File: src/rtl/missile_sched.sv
// missile_sched: fire-button launch scheduler with cooldown and missile-slot allocation; `MISSILE_AUTOFIRE_EN selects autofire (no HOLD state)
module missile_sched #(
  parameter int SLOTS    = 3,
  parameter int COOLDOWN = 3250000,
  parameter int CW       = 22,
  parameter int SW       = 2
) (
  input  logic             pclk,
  input  logic             rst,
  input  logic             fire,
  input  logic             game_en,
  input  logic [SLOTS-1:0] slot_done,
  output logic             launch,
  output logic [SW-1:0]    launch_slot,
  output logic [SLOTS-1:0] slot_busy,
  output logic [3:0]       signal_counter,
  output logic             unlocked
);
`ifdef MISSILE_AUTOFIRE_EN
  typedef enum logic [1:0] {READY, LAUNCH, COOL} state_t;
  localparam state_t COOL_EXIT = READY;
`else
  typedef enum logic [1:0] {READY, LAUNCH, COOL, HOLD} state_t;
  localparam state_t COOL_EXIT = HOLD;
`endif
  state_t state_q, state_d;
  logic [CW-1:0] cnt_q, cnt_d;
  logic launch_q, launch_d;
  logic [SW-1:0] slot_q, slot_d;
  logic [SLOTS-1:0] busy_q, busy_d;
  logic [3:0] count_q, count_d;
  logic unlocked_q, unlocked_d;
  logic free_ok, go;
  logic [SW-1:0] free_idx;
  // lowest-index free slot, judged on the registered busy vector so a slot freed this edge is not reused until the next
  always_comb begin
    free_ok = 1'b0;
    free_idx = '0;
    for (int i = SLOTS - 1; i >= 0; i--)
      if (!busy_q[i]) begin
        free_ok = 1'b1;
        free_idx = SW'(i);
      end
  end
  assign go = (state_q == READY) && fire && game_en && free_ok;
  // next state and cooldown counter; game_en low aborts from any state
  always_comb begin
    state_d = state_q;
    cnt_d = cnt_q;
    case (state_q)
      READY: begin
        state_d = go ? LAUNCH : READY;
        cnt_d = go ? CW'(COOLDOWN - 1) : cnt_q;
      end
      LAUNCH: state_d = COOL;
      COOL: begin
        state_d = (cnt_q == '0) ? COOL_EXIT : COOL;
        cnt_d = (cnt_q == '0) ? cnt_q : cnt_q - CW'(1);
      end
`ifndef MISSILE_AUTOFIRE_EN
      HOLD: state_d = fire ? HOLD : READY;
`endif
      default: state_d = READY;
    endcase
    if (!game_en) begin
      state_d = READY;
      cnt_d = '0;
    end
  end
  // next values of the registered outputs; count and unlocked derive from the next busy vector
  always_comb begin
    launch_d = go;
    slot_d = go ? free_idx : slot_q;
    busy_d = game_en ? ((busy_q & ~slot_done) | (go ? (SLOTS'(1) << free_idx) : '0)) : '0;
    count_d = '0;
    for (int i = 0; i < SLOTS; i++) count_d = count_d + 4'(busy_d[i]);
    unlocked_d = count_d < 4'(SLOTS);
  end
  // state and output registers
  always_ff @(posedge pclk) begin
    if (rst) begin
      state_q <= READY;
      cnt_q <= '0;
      launch_q <= 1'b0;
      slot_q <= '0;
      busy_q <= '0;
      count_q <= '0;
      unlocked_q <= 1'b1;
    end else begin
      state_q <= state_d;
      cnt_q <= cnt_d;
      launch_q <= launch_d;
      slot_q <= slot_d;
      busy_q <= busy_d;
      count_q <= count_d;
      unlocked_q <= unlocked_d;
    end
  end
  assign launch = launch_q;
  assign launch_slot = slot_q;
  assign slot_busy = busy_q;
  assign signal_counter = count_q;
  assign unlocked = unlocked_q;
endmodule

File: config.mk
export PLATFORM = sky130hd
export DESIGN_NAME = missile_sched
export DESIGN_NICKNAME = d
export VERILOG_FILES = /design/src/rtl/missile_sched.sv
export SDC_FILE = /design/constraint.sdc
export NUM_CORES = 1
export LEC_CHECK = 0
export ABC_AREA = 1
export BUFFER_PORTS_ARGS = -buffer_cell sky130_fd_sc_hd__buf_2
export CAP_MARGIN = 20
export CORE_MARGIN = 8
export CORE_UTILIZATION = 58
export CTS_BUF_LIST = sky130_fd_sc_hd__clkbuf_16
export DETAILED_ROUTE_END_ITERATION = 8
export PLACE_DENSITY = 0.86
export SLEW_MARGIN = 20
export SYNTH_ARGS = -nofsm -noshare
export SYNTH_HDL_FRONTEND = slang
export SYNTH_SLANG_ARGS = --single-unit
File: constraint.sdc
create_clock -name pclk -period 1.8 [get_ports pclk]
set_input_delay 0 -clock pclk [delete_from_list [all_inputs] [get_ports pclk]]
set_output_delay 0 -clock pclk [all_outputs]
set_load 0.005 [all_outputs]
======== Yosys cells after proc, flatten, opt, wreduce, memory -nomap -nowiden ========
Index checks and enable logic that the tools add are counted.
storage, ports and cells
  logic and storage cells ................. 44
  register bits after elaboration ......... 35
  output and inout bits ................... 11
operators by class
  reduce and logical (&&, ||, !) cells .... 8
  magnitude comparators ................... 1
  bitwise logic cells ..................... 4
  $add $sub $neg .......................... 3
  shift-type cells ........................ 1
  mux-type cells .......................... 15
  equality and inequality tests ........... 5
operators with widths
  cell                                                        count
  2-to-1 mux 22 bit                                           2
  case mux 22 bit (2 select lines)                            1
  zero test 22 bit                                            1
  subtractor 22 x 1 -> 22 bit, second input constant          1
  2-to-1 mux 2 bit                                            4
  case mux 2 bit (4 select lines)                             1
  2-to-1 mux 3 bit                                            2
  2-to-1 mux 1 bit                                            5
  equality test 2 bit, second input constant                  2
  inequality test 2 bit, second input constant                2
  adder 2 x 1 -> 3 bit                                        1
  AND 3 bit                                                   1
  logical AND 1 bit                                           3
  less-than comparator 3 x 2 -> 1 bit, second input constant  1
  inverter 3 bit                                              1
  bitwise OR 3 bit                                            1
  AND reduction 3 bit                                         1
  left shift 1 x 2 -> 3 bit, first input constant             1
  adder 1 x 1 -> 2 bit                                        1
  equality test 2 x 1 -> 1 bit, second input constant         1
  zero test 2 bit                                             1
  nonzero test 2 bit                                          1
  OR reduction 2 bit                                          1
  inverter 1 bit                                              1

======== Longest topological paths before layout ========
Gate-level depths: netlist of the first run.
  depth in word-level cells ............... 10
  gate-level depth with buffers ........... 11
  gate-level depth less buffers ........... 11

======== Worst setup path after synthesis of the first run ========
Ideal clock, no wire load.
  path kind ............................... register -> register
  start ................................... register state_q[1]
  end ..................................... register unlocked_q, in the netlist unlocked
  cell stages (with the launch flop) ...... 8
  library setup time ...................... 0.117 ns
  path buffers ............................ 0
  arrival ................................. 1.510 ns
  path slack .............................. 0.173 ns
  clock period less this slack ............ 1.627 ns
  path through ............................ dfxtp_1 nor3_4 nand2_1 nor2_1 o21ai_0 fa_1 nor2_1 nand2_1
between the ends
  cells in the longest elaborated chain, start to end .. 10
ends and longest elaborated chain
  item                                     RTL line  RTL
  start: declaration                       26        state_t state_q, state_d;
  start signal: assignment                 90        state_q <= state_d;
  zero test 2 bit (*)                      45        assign go = (state_q == READY) && fire && game_en && free_ok;
  logical AND 1 bit (*) (3 in a row)       45
  2-to-1 mux 3 bit (*)                     74        busy_d = game_en ? ((busy_q & ~slot_done) | (go ? (SLOTS'(1) << free_idx) : '0)) : '0;
  bitwise OR 3 bit (*)                     74
  2-to-1 mux 3 bit (*)                     74
  adder 1 x 1 -> 2 bit                     76        for (int i = 0; i < SLOTS; i++) count_d = count_d + 4'(busy_d[i]);
  adder 2 x 1 -> 3 bit (*)                 76
  less-than comparator 3 x 2 -> 1 bit (*)  77        unlocked_d = count_d < 4'(SLOTS);
  end signal: assignment                   96        unlocked_q <= unlocked_d;
  end: declaration                         32        logic unlocked_q, unlocked_d;
Mark *: on every way between the ends. The rest lies on a longest branch, timed or not.
A chain may end at the register's enable or synchronous reset.

======== Final worst setup path of the first run ========
  start ................................... register state_q[0]
  end ..................................... register unlocked_q, in the netlist unlocked
Same word-level chain as after synthesis.

==> impl_metrics.json, run 1 <==
{
  "run_status": "finished, final reports clean",
  "final_cell_mix": "nand2_1 (84), nor2_1 (54), dfxtp_1 (32)",
  "finalPower_mw": 2.10,
  "via_per_inst": 5.19,
  "cts_setup_buffers": 0,
  "synth-xor-area-share": 0.0138,
  "worstPathRequired_ns": 1.97,
  "skew_ns": 0.00400,
  "track_usage": 0.178,
  "synth_top_family_by_area": "simple AND/OR/NAND/NOR gates",
  "ir_drop_mv": 0.710,
  "fp-row-count": 21,
  "period_share": 0.947,
  "gp_congestion": 0.946,
  "htreeDepth": 2,
  "crit_arrival_ns": 1.88,
  "yosys-mux-area-fraction": 0,
  "p_per_area_nw_per_um2": 942,
  "synth-adder-area-share": 0.0171,
  "dieArea_um2": 5380,
  "grt_setup_unrepaired": "true",
  "p_leak_nw": 0.982,
  "grt_max_degree": 25,
  "numCtsBuffers": 5,
  "maxCapViolCount": 0,
  "crit_path_end": "unlocked",
  "clk_pin_slew_worst_paths_ns": 0.05,
  "vias": 1875,
  "endpoint_kind": "register",
  "drc": 0,
  "clk_latency_ns": 0.28,
  "final_util": 0.683,
  "worstPathMaxFanout": 4,
  "diodes": 0,
  "yosys.area_share.simple": 0.432,
  "layout.nets": 323,
  "tritoncts": "built",
  "portBuffers": 15,
  "ff2ff_path_depth": 7,
  "start_kind": "register",
  "finalSetupViolCount": 0,
  "drive_gt1_frac": 0.162,
  "dpl.hpwl_mm": 3.11,
  "cts.sinks": 33,
  "layout_commonest_cell": "nand2_1",
  "wl_mm": 4.49,
  "dp.cells": 352,
  "ys_ff_latch": 33,
  "nFillCells": 295,
  "initial_utilization": 0.585,
  "grt_pass1_vias": 1741,
  "synth_seq_area_share": 0.346,
  "crit_path_start": "state_q[0]",
  "syn-cell-area_um2": 1910,
  "drtIter0Drc": 171,
  "grt_antenna_before_repair": 0,
  "syn_inst": 291,
  "yosys_warnings": 0,
  "synth_area_per_cell_um2": 6.55,
  "coreArea_um2": 3260,
  "r2r_slack_ns": 0.1,
  "grt_pass1_wl_mm": 7.42,
  "drv_slew": 0,
  "netlist-cell-type-count": 32,
  "die_w_um": 73.3,
  "hold_viol_final": 0,
  "fmax_ghz": 0.587,
  "synth-compound-area-share": 0.0984,
  "place_ws_ns": 0.0578,
  "area_growth_pct": 16.7,
  "cts.path.max_buffers": 2,
  "drt-pass1-iter-count": 4,
  "die_h_um": 73.3,
  "rr_startpoint": "state_q[0]",
  "gr-total-overflow": 0,
  "crit_type": "register to register",
  "clockRootBuffer": "clkbuf_16",
  "drtAntennaViolNets": 0,
  "stdcell_count": 361,
  "setup_ws_ns": 0.0951,
  "ioPinCount": 18,
  "holdWs_ns": 0.0365,
  "r2r-end": "unlocked",
  "wl_per_cell_um": 12.4,
  "hold_path.class": "primary input to register",
  "fin_crit_ns": 1.70
}
worst max-delay path: stages, from the launching register on:
cell     delay, ns
dfxtp_2       0.34
nor3_4        0.27
nand2_1       0.08
nor2_1        0.13
o21ai_1       0.11
fa_1          0.48
nor2_2        0.13
nand2_1       0.05
metal layers:
| metal | share of wire | GRT usage | vias up |
|---|---|---|---|
| met1 | 0.46 | 0.211 | 827 |
| met3 | 0.066 | 0.0532 | 17 |
| met2 | 0.45 | 0.276 | 63 |
| met4 | 0.031 | 0.104 | 0 |
| met5 | 0 | 0 | - |
| li1 | - | - | 968 |
logic make-up after synthesis:
kind of cell | after synthesis
flops | 33
simple gates | 186
fa+ha+maj | 2
xor+xnor | 3
buf+inv | 35
compound gates | 31
other cells | 1
worst min path at each step:
stage	depth (start not counted)	from	endpoint
after detailed placement	2	rst	signal_counter[1]
after global routing	3	game_en	slot_busy[1]
after CTS	3	game_en	slot_busy[1]
final	3	game_en	slot_busy[1]
after floorplan	2	game_en	slot_busy[1]
after global placement	2	rst	signal_counter[1]
flip-flops by register name, summed over array words and instances (netlist names):
| signal | flops |
|---|---|
| launch_slot | 2 |
| state_q | 2 |
| slot_busy | 3 |
| launch | 1 |
| signal_counter | 2 |
| cnt_q | 22 |
| unlocked | 1 |
Yosys cell counts, drive strengths merged:
cell,n,share of area
nand2,88,0.18
nor2,59,0.13
dfxtp,33,0.35
inv,26,0.054
nand3,23,0.063
a21oi,20,0.062
o21ai,9,0.030
buf,6,0.031
nand4,6,0.020
nand3b,5,0.020
xor2,3,0.014
a31oi,2,0.0066
clkbuf,2,0.0039
nor3,2,0.011
or2,2,0.0066
clkinv,1,0.0020
conb,1,0.0020
fa,1,0.010
ha,1,0.0066
nor3b,1,0.0039
stage by stage:
stage | setup TNS (ns) | instance area [um^2]
2_1_floorplan | 0 | 1910
3_3_place_gp | 0 | 2030
3_5_place_dp | 0 | 2030
4_1_cts | 0 | 2210
5_1_grt | -0.0254 | 2230
6_report | 0 | 2230
report_power, final:
part           leakage, nW  internal [mW]  switching (mW)
sequential           0.268          0.750          0.0208
clock               0.0775          0.647           0.316
combinational        0.636          0.130           0.233
total                0.982           1.53           0.570
final cells by class:
type / count / area (um^2) / area share
multi-input cells: 224 / 1090 / 0.491
flip-flops and latches: 33 / 662 / 0.297
clock inverters: 3 / 41.3 / 0.0185
well taps: 46 / 57.6 / 0.0259
clock buffers: 5 / 125 / 0.0562
inverters: 27 / 109 / 0.0489
repair buffers: 23 / 138 / 0.0618
timing repair:
item | in CTS | in global routing
endpoints found under the hold margin | 1 | 0
gates resized for setup | 0 | 6
hold buffers | 1 | 0
endpoints found under the setup margin | 0 | 9
No activity file was read; power rests on OpenSTA's default activity.
==> inputs of run 2 (changes only) <==
--- a/config.mk
+++ b/config.mk
@@ -9,10 +9,10 @@
 export BUFFER_PORTS_ARGS = -buffer_cell sky130_fd_sc_hd__buf_2
 export CAP_MARGIN = 20
 export CORE_MARGIN = 8
-export CORE_UTILIZATION = 58
+export CORE_UTILIZATION = 35
 export CTS_BUF_LIST = sky130_fd_sc_hd__clkbuf_16
 export DETAILED_ROUTE_END_ITERATION = 8
-export PLACE_DENSITY = 0.86
+export PLACE_DENSITY = 0.6
 export SLEW_MARGIN = 20
 export SYNTH_ARGS = -nofsm -noshare
 export SYNTH_HDL_FRONTEND = slang
==> run 2 against run 1 <==
Effect of this change:
- via count fell by 0.96%
- total power rose by 0.40%
- sequential cell count unchanged
- maximum frequency increased by 1.2%
- clock-buffer cell count is the same
- critical path depth did not move
- critical endpoint unchanged
- largest power group unchanged
==> impl_metrics.json, run 2 (synthesized netlist as in run 1, its figures left out) <==
{
  "slowest_stage": "fa_1",
  "p_comb_frac": 0.177,
  "use_met3": 0.0324,
  "period_share": 0.936,
  "drtIter0Drc": 104,
  "diodes": 0,
  "dieArea_um2": 8070,
  "area_growth_pct": 21.5,
  "via_per_inst": 4.70,
  "cts.path.max_buffers": 2,
  "grt_pass1_vias": 1761,
  "holdWs_ns": 0.0640,
  "final_util": 0.431,
  "maxCapViolCount": 0,
  "drv_slew": 0,
  "initial_utilization": 0.355,
  "start_kind": "register",
  "gr-total-overflow": 0,
  "p_int_mw": 1.54,
  "fmax_ghz": 0.593,
  "skew_ns": 0.00319,
  "met1_usage": 0.153,
  "die_w_um": 89.8,
  "top_register": "cnt_q",
  "cp_common_cell": "nand2_1",
  "crit_arrival_ns": 1.85,
  "numCtsBuffers": 5,
  "drc": 0,
  "cts.sinks": 33,
  "wl_per_cell_um": 11.9,
  "grt_max_degree": 23,
  "fp-row-count": 27,
  "p_leak_nw": 1.02,
  "final_cell_mix": "nand2_1 (84), nor2_1 (53), dfxtp_1 (33)",
  "power_switching_mw": 0.569,
  "ir_drop_mv": 0.605,
  "drt-pass1-iter-count": 4,
  "hold_path.class": "primary input to register",
  "clkPwrFrac": 0.458,
  "clk_latency_ns": 0.28,
  "p_per_area_nw_per_um2": 909,
  "fin_crit_ns": 1.68,
  "cp_cell_sequence": "nor3_4 > nand3_1 > o21ai_0 > nand2_1 > fa_1 > nor2_2 > nand2_1",
  "drtAntennaViolNets": 0,
  "grt_busiest_layer": "met2",
  "wl_mm": 4.70,
  "dpl.hpwl_mm": 3.50,
  "grt_use_met2": 0.191,
  "crit_type": "register to register",
  "worstPathRequired_ns": 1.97,
  "die_h_um": 89.8,
  "gp_congestion": 0.850,
  "clk_pin_slew_worst_paths_ns": 0.05,
  "grt_setup_unrepaired": "true",
  "switching_share": 0.270,
  "track_usage": 0.122,
  "finalSetupViolCount": 0,
  "largest_reg_flops": 22,
  "sequentialPowerShare": 0.364,
  "portBuffers": 15,
  "worstPathMaxFanout": 4,
  "tritoncts": "built",
  "layout.nets": 331,
  "nFillCells": 573,
  "finalPower_mw": 2.11,
  "coreArea_um2": 5370,
  "hold_viol_final": 0,
  "drive_gt1_frac": 0.183,
  "htreeDepth": 2,
  "run_status": "finished, final reports clean",
  "layout_commonest_cell": "nand2_1",
  "vias": 1857,
  "ioPinCount": 18,
  "clockRootBuffer": "clkbuf_16",
  "grt_antenna_before_repair": 0,
  "grt_pass1_wl_mm": 8.22,
  "cp_slowest_stage_delay_ns": 0.49,
  "endpoint_kind": "register"
}
## run 2: metrics by stage
step	area [um^2]	std cells	setup slack [ns]	setup TNS, ns
finish	2320	395	0.115	0
global route	2320	395	-0.0175	-0.0224
CTS	2280	393	0.00449	0
detailed placement	2110	384	-0.0156	-0.0156
global placement	2110	384	0.0811	0
floorplan	1910	292	0.173	0
## run 2: per-layer routing
layer  wire, um  share of wire  up-vias
met1       2410           0.51      830
met4         49          0.010        0
met5          0              0        -
met2       2060           0.44       34
met3        174          0.037        4
li1           -              -      989
## run 2: worst paths after layout
| path | slack (ns) | end | startpoint | depth (start not counted) |
|---|---|---|---|---|
| worst max-delay path | 0.12 | unlocked | state_q[0] | 7 |
| worst min register to register | 0.46 | cnt_q[0] | cnt_q[0] | 2 |
| worst min-delay path | 0.06 | slot_busy[1] | game_en | 3 |
| worst max register to register | 0.12 | unlocked | state_q[0] | 7 |
## run 2: layout make-up
| cell class | count | area [um^2] | area share |
|---|---|---|---|
| multi-input cells | 224 | 1090 | 0.472 |
| flip-flops and latches | 33 | 661 | 0.285 |
| repair buffers | 31 | 198 | 0.0853 |
| clock buffers | 5 | 125 | 0.0540 |
| inverters | 27 | 109 | 0.0470 |
| well taps | 72 | 90.1 | 0.0389 |
| clock inverters | 3 | 41.3 | 0.0178 |
## run 2: worst max-delay path, delay by kind of cell (launching register included)
kind	cells	cell delay, ns
adder cells (fa/ha/maj)	1	0.49
AO/OA/AOI/OAI	1	0.09
AND/OR/NAND/NOR	5	0.67
flip-flops	1	0.33
## run 2: what timing repair did
action,CTS,global route
buffers inserted,0,2
hold buffers,1,0
gates resized for setup,0,6
endpoints found under the hold margin,1,0
pin swaps,1,1
setup endpoints to repair,1,18
## run 2: power groups by stage
stage | Sequential (mW) | Clock [mW] | Combinational (mW)
finish | 0.767 | 0.965 | 0.374
global route | 0.769 | 1.02 | 0.430
CTS | 0.767 | 0.992 | 0.364
detailed placement | 0.783 | 0 | 0.360
global placement | 0.783 | 0 | 0.356
floorplan | 0.781 | 0 | 0.280
